## src/rtl/fifo_pkg.sv

```systemverilog
// Shared constants and sizing helpers for the shift-register FIFO family.
package fifo_pkg;

   localparam int DEFAULT_WIDTH = 8;
   localparam int DEFAULT_DEPTH = 4;

   // Number of bits needed to index n distinct values (0 for n <= 1).
   function automatic int clog2(input int n);
      int r;
      r = 0;
      while ((1 << r) < n) begin
         r = r + 1;
      end
      return r;
   endfunction

   // Width of an occupancy counter that must hold 0..depth inclusive.
   function automatic int cw_of(input int depth);
      return clog2(depth + 1);
   endfunction

endpackage

```

## src/rtl/fifo_level_counter.sv

```systemverilog
// Up/down occupancy counter that saturates at 0 and MAX, with synchronous reset.
module fifo_level_counter
   import fifo_pkg::*;
#(
   parameter int MAX = DEFAULT_DEPTH,
   localparam int W = cw_of(MAX)
) (
   input  logic         clk,
   input  logic         reset,
   input  logic         inc,
   input  logic         dec,
   output logic [W-1:0] level,
   output logic         is_zero,
   output logic         is_max
);

   logic [W-1:0] level_q;
   logic [W-1:0] level_d;

   // Next level: step up or down only when exactly one request is active and the bound allows it.
   always_comb begin
      level_d = level_q;
      if (inc && !dec && (level_q != W'(MAX))) begin
         level_d = level_q + W'(1);
      end else if (dec && !inc && (level_q != '0)) begin
         level_d = level_q - W'(1);
      end
   end

   // Occupancy register; reset empties the FIFO in one cycle.
   always_ff @(posedge clk) begin
      if (reset) begin
         level_q <= '0;
      end else begin
         level_q <= level_d;
      end
   end

   assign level   = level_q;
   assign is_zero = (level_q == '0);
   assign is_max  = (level_q == W'(MAX));

endmodule

```

## src/rtl/srl_fifo.sv

```systemverilog
// First-word-fall-through FIFO built from a shift register; the head sits at index level-1.
module srl_fifo
   import fifo_pkg::*;
#(
   parameter int WIDTH     = DEFAULT_WIDTH,
   parameter int DEPTH     = DEFAULT_DEPTH,
   parameter int AF_THRESH = DEPTH - 1,
   parameter int AE_THRESH = 1,
   localparam int CW = cw_of(DEPTH)
) (
   input  logic             clk,
   input  logic             reset,
   input  logic             wr_en,
   input  logic [WIDTH-1:0] wr_data,
   input  logic             rd_en,
   output logic [WIDTH-1:0] rd_data,
   output logic             empty,
   output logic             full,
   output logic             almost_empty,
   output logic             almost_full,
   output logic [CW-1:0]    level,
   output logic             overflow,
   output logic             underflow,
   input  logic             clr_err
);

   logic [WIDTH-1:0] mem_q [DEPTH];
   logic [WIDTH-1:0] mem_d [DEPTH];
   logic             overflow_q, overflow_d;
   logic             underflow_q, underflow_d;
   logic             push_ok, pop_ok;
   logic [CW-1:0]    head_idx;

   // A push into a full FIFO is still accepted when the head leaves in the same cycle.
   assign push_ok = wr_en & (~full | rd_en);
   assign pop_ok  = rd_en & ~empty;

   fifo_level_counter #(
      .MAX (DEPTH)
   ) u_level (
      .clk     (clk),
      .reset   (reset),
      .inc     (push_ok & ~pop_ok),
      .dec     (pop_ok & ~push_ok),
      .level   (level),
      .is_zero (empty),
      .is_max  (full)
   );

   // Shift new data in at index 0; entries older than the head simply fall off the end.
   always_comb begin
      for (int i = 0; i < DEPTH; i++) begin
         mem_d[i] = mem_q[i];
      end
      if (push_ok) begin
         mem_d[0] = wr_data;
         for (int i = 1; i < DEPTH; i++) begin
            mem_d[i] = mem_q[i-1];
         end
      end
   end

   // Storage carries no reset: contents are meaningless while level says they are absent.
   always_ff @(posedge clk) begin
      for (int i = 0; i < DEPTH; i++) begin
         mem_q[i] <= mem_d[i];
      end
   end

   assign head_idx = level - CW'(1);

   // Head mux; forced to zero when empty so stale storage never leaks out.
   always_comb begin
      rd_data = '0;
      for (int i = 0; i < DEPTH; i++) begin
         if (!empty && (head_idx == CW'(i))) begin
            rd_data = mem_q[i];
         end
      end
   end

   // Sticky error flags: a new error wins over a clear arriving in the same cycle.
   always_comb begin
      overflow_d  = overflow_q;
      underflow_d = underflow_q;
      if (clr_err) begin
         overflow_d  = 1'b0;
         underflow_d = 1'b0;
      end
      if (wr_en && !push_ok) begin
         overflow_d = 1'b1;
      end
      if (rd_en && !pop_ok) begin
         underflow_d = 1'b1;
      end
   end

   // Error flag registers.
   always_ff @(posedge clk) begin
      if (reset) begin
         overflow_q  <= 1'b0;
         underflow_q <= 1'b0;
      end else begin
         overflow_q  <= overflow_d;
         underflow_q <= underflow_d;
      end
   end

   assign overflow     = overflow_q;
   assign underflow    = underflow_q;
   assign almost_empty = (int'(level) <= AE_THRESH);
   assign almost_full  = (int'(level) >= AF_THRESH);

endmodule

```

## config.mk

```make
export PLATFORM = sky130hd
export DESIGN_NAME = srl_fifo
export DESIGN_NICKNAME = d
export VERILOG_FILES = /design/src/rtl/fifo_pkg.sv /design/src/rtl/fifo_level_counter.sv /design/src/rtl/srl_fifo.sv
export SDC_FILE = /design/constraint.sdc
export NUM_CORES = 1
export LEC_CHECK = 0
export CAP_MARGIN = 20
export CORE_UTILIZATION = 66
export DETAILED_ROUTE_END_ITERATION = 10
export DONT_BUFFER_PORTS = 1
export MAX_ROUTING_LAYER = met4
export PLACE_DENSITY = 0.82
export REMOVE_ABC_BUFFERS = 1
export SLEW_MARGIN = 20
export SYNTH_ARGS = -nofsm -noshare
export SYNTH_HDL_FRONTEND = slang
export SYNTH_SLANG_ARGS = --single-unit
export TNS_END_PERCENT = 50
```

## constraint.sdc

```tcl
create_clock -name clk -period 8.15 [get_ports clk]
set_clock_uncertainty 0.15 [all_clocks]
set_input_delay 2.0375 -clock clk [delete_from_list [all_inputs] [get_ports clk]]
set_output_delay 2.0375 -clock clk [all_outputs]
set_load 0.01 [all_outputs]
```

* Yosys cells after proc, flatten, opt, wreduce, memory -nomap -nowiden
Memories as Yosys holds them, arrays and structs flattened.
Cells that the tools add are included.
** Word-level totals
- Bits in registers :: 5
- Memory bits (writable) :: 32
- Bits of input ports :: 13
- Memories :: 1
** Cells by class
- Add/sub/neg operators :: 2
- Magnitude comparators :: 2
- Eq/ne operators :: 5
- Multiplexer cells :: 10
- Bitwise operators :: 9
- Reductions and logical operators :: 21
** Memory list
- mem_q :: depth 4, width 8, read ports 4, clocked after memory_dff 0, write ports 4, line srl_fifo.sv:27 : logic [WIDTH-1:0] mem_q [DEPTH];
** Operators by type and width (count)
- 2-to-1 mux 32 bit :: 1
- 2-to-1 mux 8 bit :: 4
- logical AND 1 bit :: 10
- equality test 3 x 2 -> 1 bit, second input constant :: 2
- zero test 3 bit :: 2
- 2-to-1 mux 3 bit :: 2
- nonzero test 2 bit :: 3
- zero test 1 bit :: 5
- AND 1 bit :: 4
- inverter 1 bit :: 4
- adder 3 x 1 -> 3 bit, second input constant :: 1
- equality test 3 x 1 -> 1 bit, second input constant :: 1
- equality test 3 bit, second input constant :: 1
- >= comparator 3 x 2 -> 1 bit, second input constant :: 1
- less-or-equal comparator 3 x 1 -> 1 bit, second input constant :: 1
- 2-to-1 mux 1 bit :: 3
- inequality test 3 bit, second input constant :: 1
- nonzero test 3 bit :: 1
- subtractor 3 x 1 -> 3 bit, second input constant :: 1
- bitwise OR 1 bit :: 1

* Longest topological paths before layout
- Depth in word-level cells :: 10
- Gate-level depth with buffers :: 7
- Gate-level depth less buffers :: 6

* By module
A second synthesis with hierarchy kept.
** Unflattened totals
- Cell total of the unflattened synthesis :: 106
- Area, all modules :: 1519.0 µm²
** By module, submodules not included
- srl_fifo :: instances 1, cells each 83, area each 1300.0 µm², seq. area each 1001.0 µm²
- fifo_level_counter :: instances 1, cells each 23, area each 219.0 µm², seq. area each 60.1 µm²

* Worst setup path after synthesis
OpenSTA, ideal clock, no wires.
- Path kind :: input -> register
- Start :: input rd_en
- End :: memory mem_q[0][0] (netlist bit), enable pin
- Data arrival time :: 3.530 ns
- Required time :: 7.575 ns
- Slack :: 4.046 ns
- Stages on the path :: 2
- Buffers on the path :: 0
- Path through :: nor2_1 nor2b_1
** RTL lines
- start: declaration :: line srl_fifo.sv:15 : input logic rd_en,
- end: declaration :: line srl_fifo.sv:27

* Worst setup path in the final report
- Start :: register u_level.level_q[0], in the netlist u_level.level[0]
- End :: output rd_data[1]
** On the way
- Word-level cells in the longest chain between the ends :: 7
** RTL lines
- start: declaration :: line fifo_level_counter.sv:17 : logic [W-1:0] level_q;
- start signal: assignment :: line fifo_level_counter.sv:35 : level_q <= level_d;
- subtractor 3 x 1 -> 3 bit / zero test 3 bit (equally long branches) :: line srl_fifo.sv:70, fifo_level_counter.sv:40
- zero test 3 bit / zero test 1 bit (equally long branches) :: line srl_fifo.sv:76 : if (!empty && (head_idx == CW'(i))) begin
- logical AND 1 bit :: line srl_fifo.sv:76
- 2-to-1 mux 8 bit (3 in a row) :: line srl_fifo.sv:76
- 2-to-1 mux 8 bit * :: line srl_fifo.sv:76
- end: declaration :: line srl_fifo.sv:16 : output logic [WIDTH-1:0] rd_data,
Every way passes the cells marked *; elsewhere a longest branch is shown, timed or not.

==> key figures <==
Yosys
  – EDFF count, synth: 32
  – Seq cells post-synth: 37
  – Largest family of logic cells by synthesized area: compound AO/OA/AOI/OAI gates
  – Post-synth top area cell: edfxtp_1
  – Syn. warnings: 0
  – Mapped cell area: 1640 um^2
  – Count leader, synth: edfxtp_1
  – Simple-gate area share of the yosys netlist: 0.113
  – Ys async rst share: 0
  – Post-synthesis adder-cell area fraction: 0.0534
  – Top cells by area, synth: edfxtp_1 (59%), dfxtp_1 (6.1%), ha_1 (5.3%), a221o_1 (4.9%), a32o_1 (4.9%)
  – Synth unique cells: 26
  – Syn_area_per_cell: 14.3 um^2
  – Area fraction in compound gates after synthesis: 0.144
  – Ys flop type: edfxtp_1
  – Synth Area in XOR/XNOR: 0.00534
  – Mux contribution to synthesized area: 0
  – Cells after synthesis: 115
  – Post-synth top area share: 0.586
  – Sequential share of the synthesized area: 0.647
  – Commonest cells post-synth: edfxtp_1 (32), nand2b_1 (10), a221o_1 (8), a32o_1 (8)

GRT
  – Final global-route overflow total: 0
  – Global-route wire length before repair: between 4000 and 5000 um
  – Vias in the first global route: 894
  – Initial antenna violation count: 0
  – Largest net degree at the start of global routing: 33
  – Total global-route track usage: 0.243

Status
  – Status: finished, final reports clean

Worst setup path
  – Worst setup EP type: primary output
  – Worst setup path category: reg -> out
  – Critical Path RT: 5.96 ns
  – Critical path arrival: 2.11 ns
  – Crit-path max FO: 8
  – Startpoint type of the worst setup path: flop

Floorplan
  – Die extent in y: 51.8 um
  – Die ar.: 2690 um^2
  – IO Pins: 30
  – Row cnt: 17
  – CORE AREA: 2280 um^2
  – Die Wd: roughly 52 um
  – Starting density of the core: 0.720

Power and ir drop
  – Max IR drop VDD: 0.000232 V
  – Cell area power density: 306 nW/um^2
  – Leakage Power: 0.600 nW

Cells and area
  – Final Cell Area: 1700 um^2
  – Area growth syn-to-layout: 3.59%
  – Fin util: 0.746
  – Layout cells sized above 1: 0.0756
  – Nets@finish: 138
  – Antenna Cells: 0

Clocking
  – Skew-Pair Late Insertion Delay: 0.33 ns
  – H-tree Lvls: 2
  – CTS Buf Count: 5
  – CTS sink cnt: 37
  – Post CTS Setup Buffer Count: 0
  – Post_cts resized: 0
  – Hold buffers post-CTS: 0
  – Clk buf depth: 2
  – Root buf cell: clkbuf_4
  – TritonCTS clock tree: yes
  – Reg clk slew, reported paths: 0.10 ns

Timing
  – Final worst-path cycle share: 0.527
  – RSZ-0062 raised after global routing: false
  – Final setup viols: 0
  – Relative slew slack: 0.604
  – Worst Tran Pin Value: 0.594 ns
  – Final min period: about 4.3 ns
  – Final Slew Violations: 0
  – Fmax: between 200 and 250 MHz
  – Setup TNS: 0 ns
  – Final hold violations: 0

Detailed routing
  – Starting DRT DRC Count: 39
  – Routed vias/inst: 6.51
  – DR vias: 957
  – DRC errors left: 0
  – Drt pass-1 iters: 4
  – Antenna viol nets, final: 0
  – Final WL: between 2000 and 3000 um
  – WL/cell: 18.5 um

Job
  – MaxCap Viol Count: 0

Placed design
  – Area after DPL: 1650 um^2
  – # port buffers: 0
  – Dpl hpwl: 1820 um
  – RePlAce Congestion: approximately 0.85

Min path
  – Min-Delay Path Class: reg -> reg
worst paths after layout:
kind                                                    start                    end  slack [ns]  cells past startpoint
worst min-delay path                    mem_q[2][1]$_DFFE_PP_  mem_q[3][1]$_DFFE_PP_        0.30                      0
worst max-delay path            u_level.level[0]$_SDFFE_PP0P_             rd_data[1]        3.85                      5
worst min register to register          mem_q[2][1]$_DFFE_PP_  mem_q[3][1]$_DFFE_PP_        0.30                      0
worst max register to register  u_level.level[0]$_SDFFE_PP0P_  mem_q[0][1]$_DFFE_PP_        5.96                      6
cell type report:
| cell class | count | area (um^2) |
|---|---|---|
| fillers | 143 | 578 |
| repair buffers | 1 | 7.51 |
| inverters | 7 | 26.3 |
| clock buffers | 7 | 45.0 |
| multi-input cells | 66 | 519 |
| flip-flops and latches | 37 | 1060 |
| well taps | 28 | 35.0 |
| clock inverters | 1 | 3.75 |
per-stage QoR:
step	std cells	setup WS [ns]	hold WS (ns)	total power, mW
floorplan	110	4.05	0.267	0.400
finish	147	3.85	0.300	0.519
CTS	147	3.83	0.299	0.523
global route	147	3.68	0.306	0.553
detailed placement	139	4.22	0.276	0.436
global placement	139	4.30	0.271	0.427
critical path, cell delays in order (launching register included):
cell and delay [ns]:
dfxtp_1 0.46, inv_1 0.19, ha_1 0.27, nor2b_1 0.16, nor3_4 0.39, a32o_1 0.31
sequential cells by signal (all words and copies together) (netlist names):
name           cells
u_level.level      3
underflow          1
mem_q             32
overflow           1
kinds of logic (layout without fill, tap and decap cells):
logic type | count (synthesis) | after routing
flip-flops | 37 | 37
AND/OR/NAND/NOR | 30 | 30
AO/OA/AOI/OAI | 28 | 28
buffers and inverters | 12 | 16
adder cells (fa/ha/maj) | 7 | 7
XOR/XNOR | 1 | 1
power breakdown:
| part | leakage, nW | internal [mW] | switching, mW |
|---|---|---|---|
| Clock | 0.0269 | 0.0331 | 0.0539 |
| Combinational | 0.219 | 0.0697 | 0.107 |
| Sequential | 0.354 | 0.234 | 0.0216 |
| Total | 0.600 | 0.337 | 0.182 |
placed cells by master (no fill, tap or decap), types with 2 or more instances in the layout:
cell type and count:
a21oi_1 3, a221o_1 8, a31oi_1 3, a32o_1 8
clkbuf_1 2, clkbuf_4 5, dfxtp_1 5, edfxtp_1 32
ha_1 7, inv_1 7, nand2_1 2, nand2b_1 10
nor2_1 7, nor2b_1 4, o21ai_0 3
metal layers:
metal | wire [um] | GRT usage | part of all wire | vias up
met3 | 198 | 0.0965 | 0.073 | 4
met4 | 30 | 0.0946 | 0.011 | 0
li1 | - | - | - | 448
met5 | 0 | - | 0 | -
met1 | 1140 | 0.276 | 0.42 | 464
met2 | 1350 | 0.385 | 0.50 | 41
No activity file was read; power rests on OpenSTA's default activity.
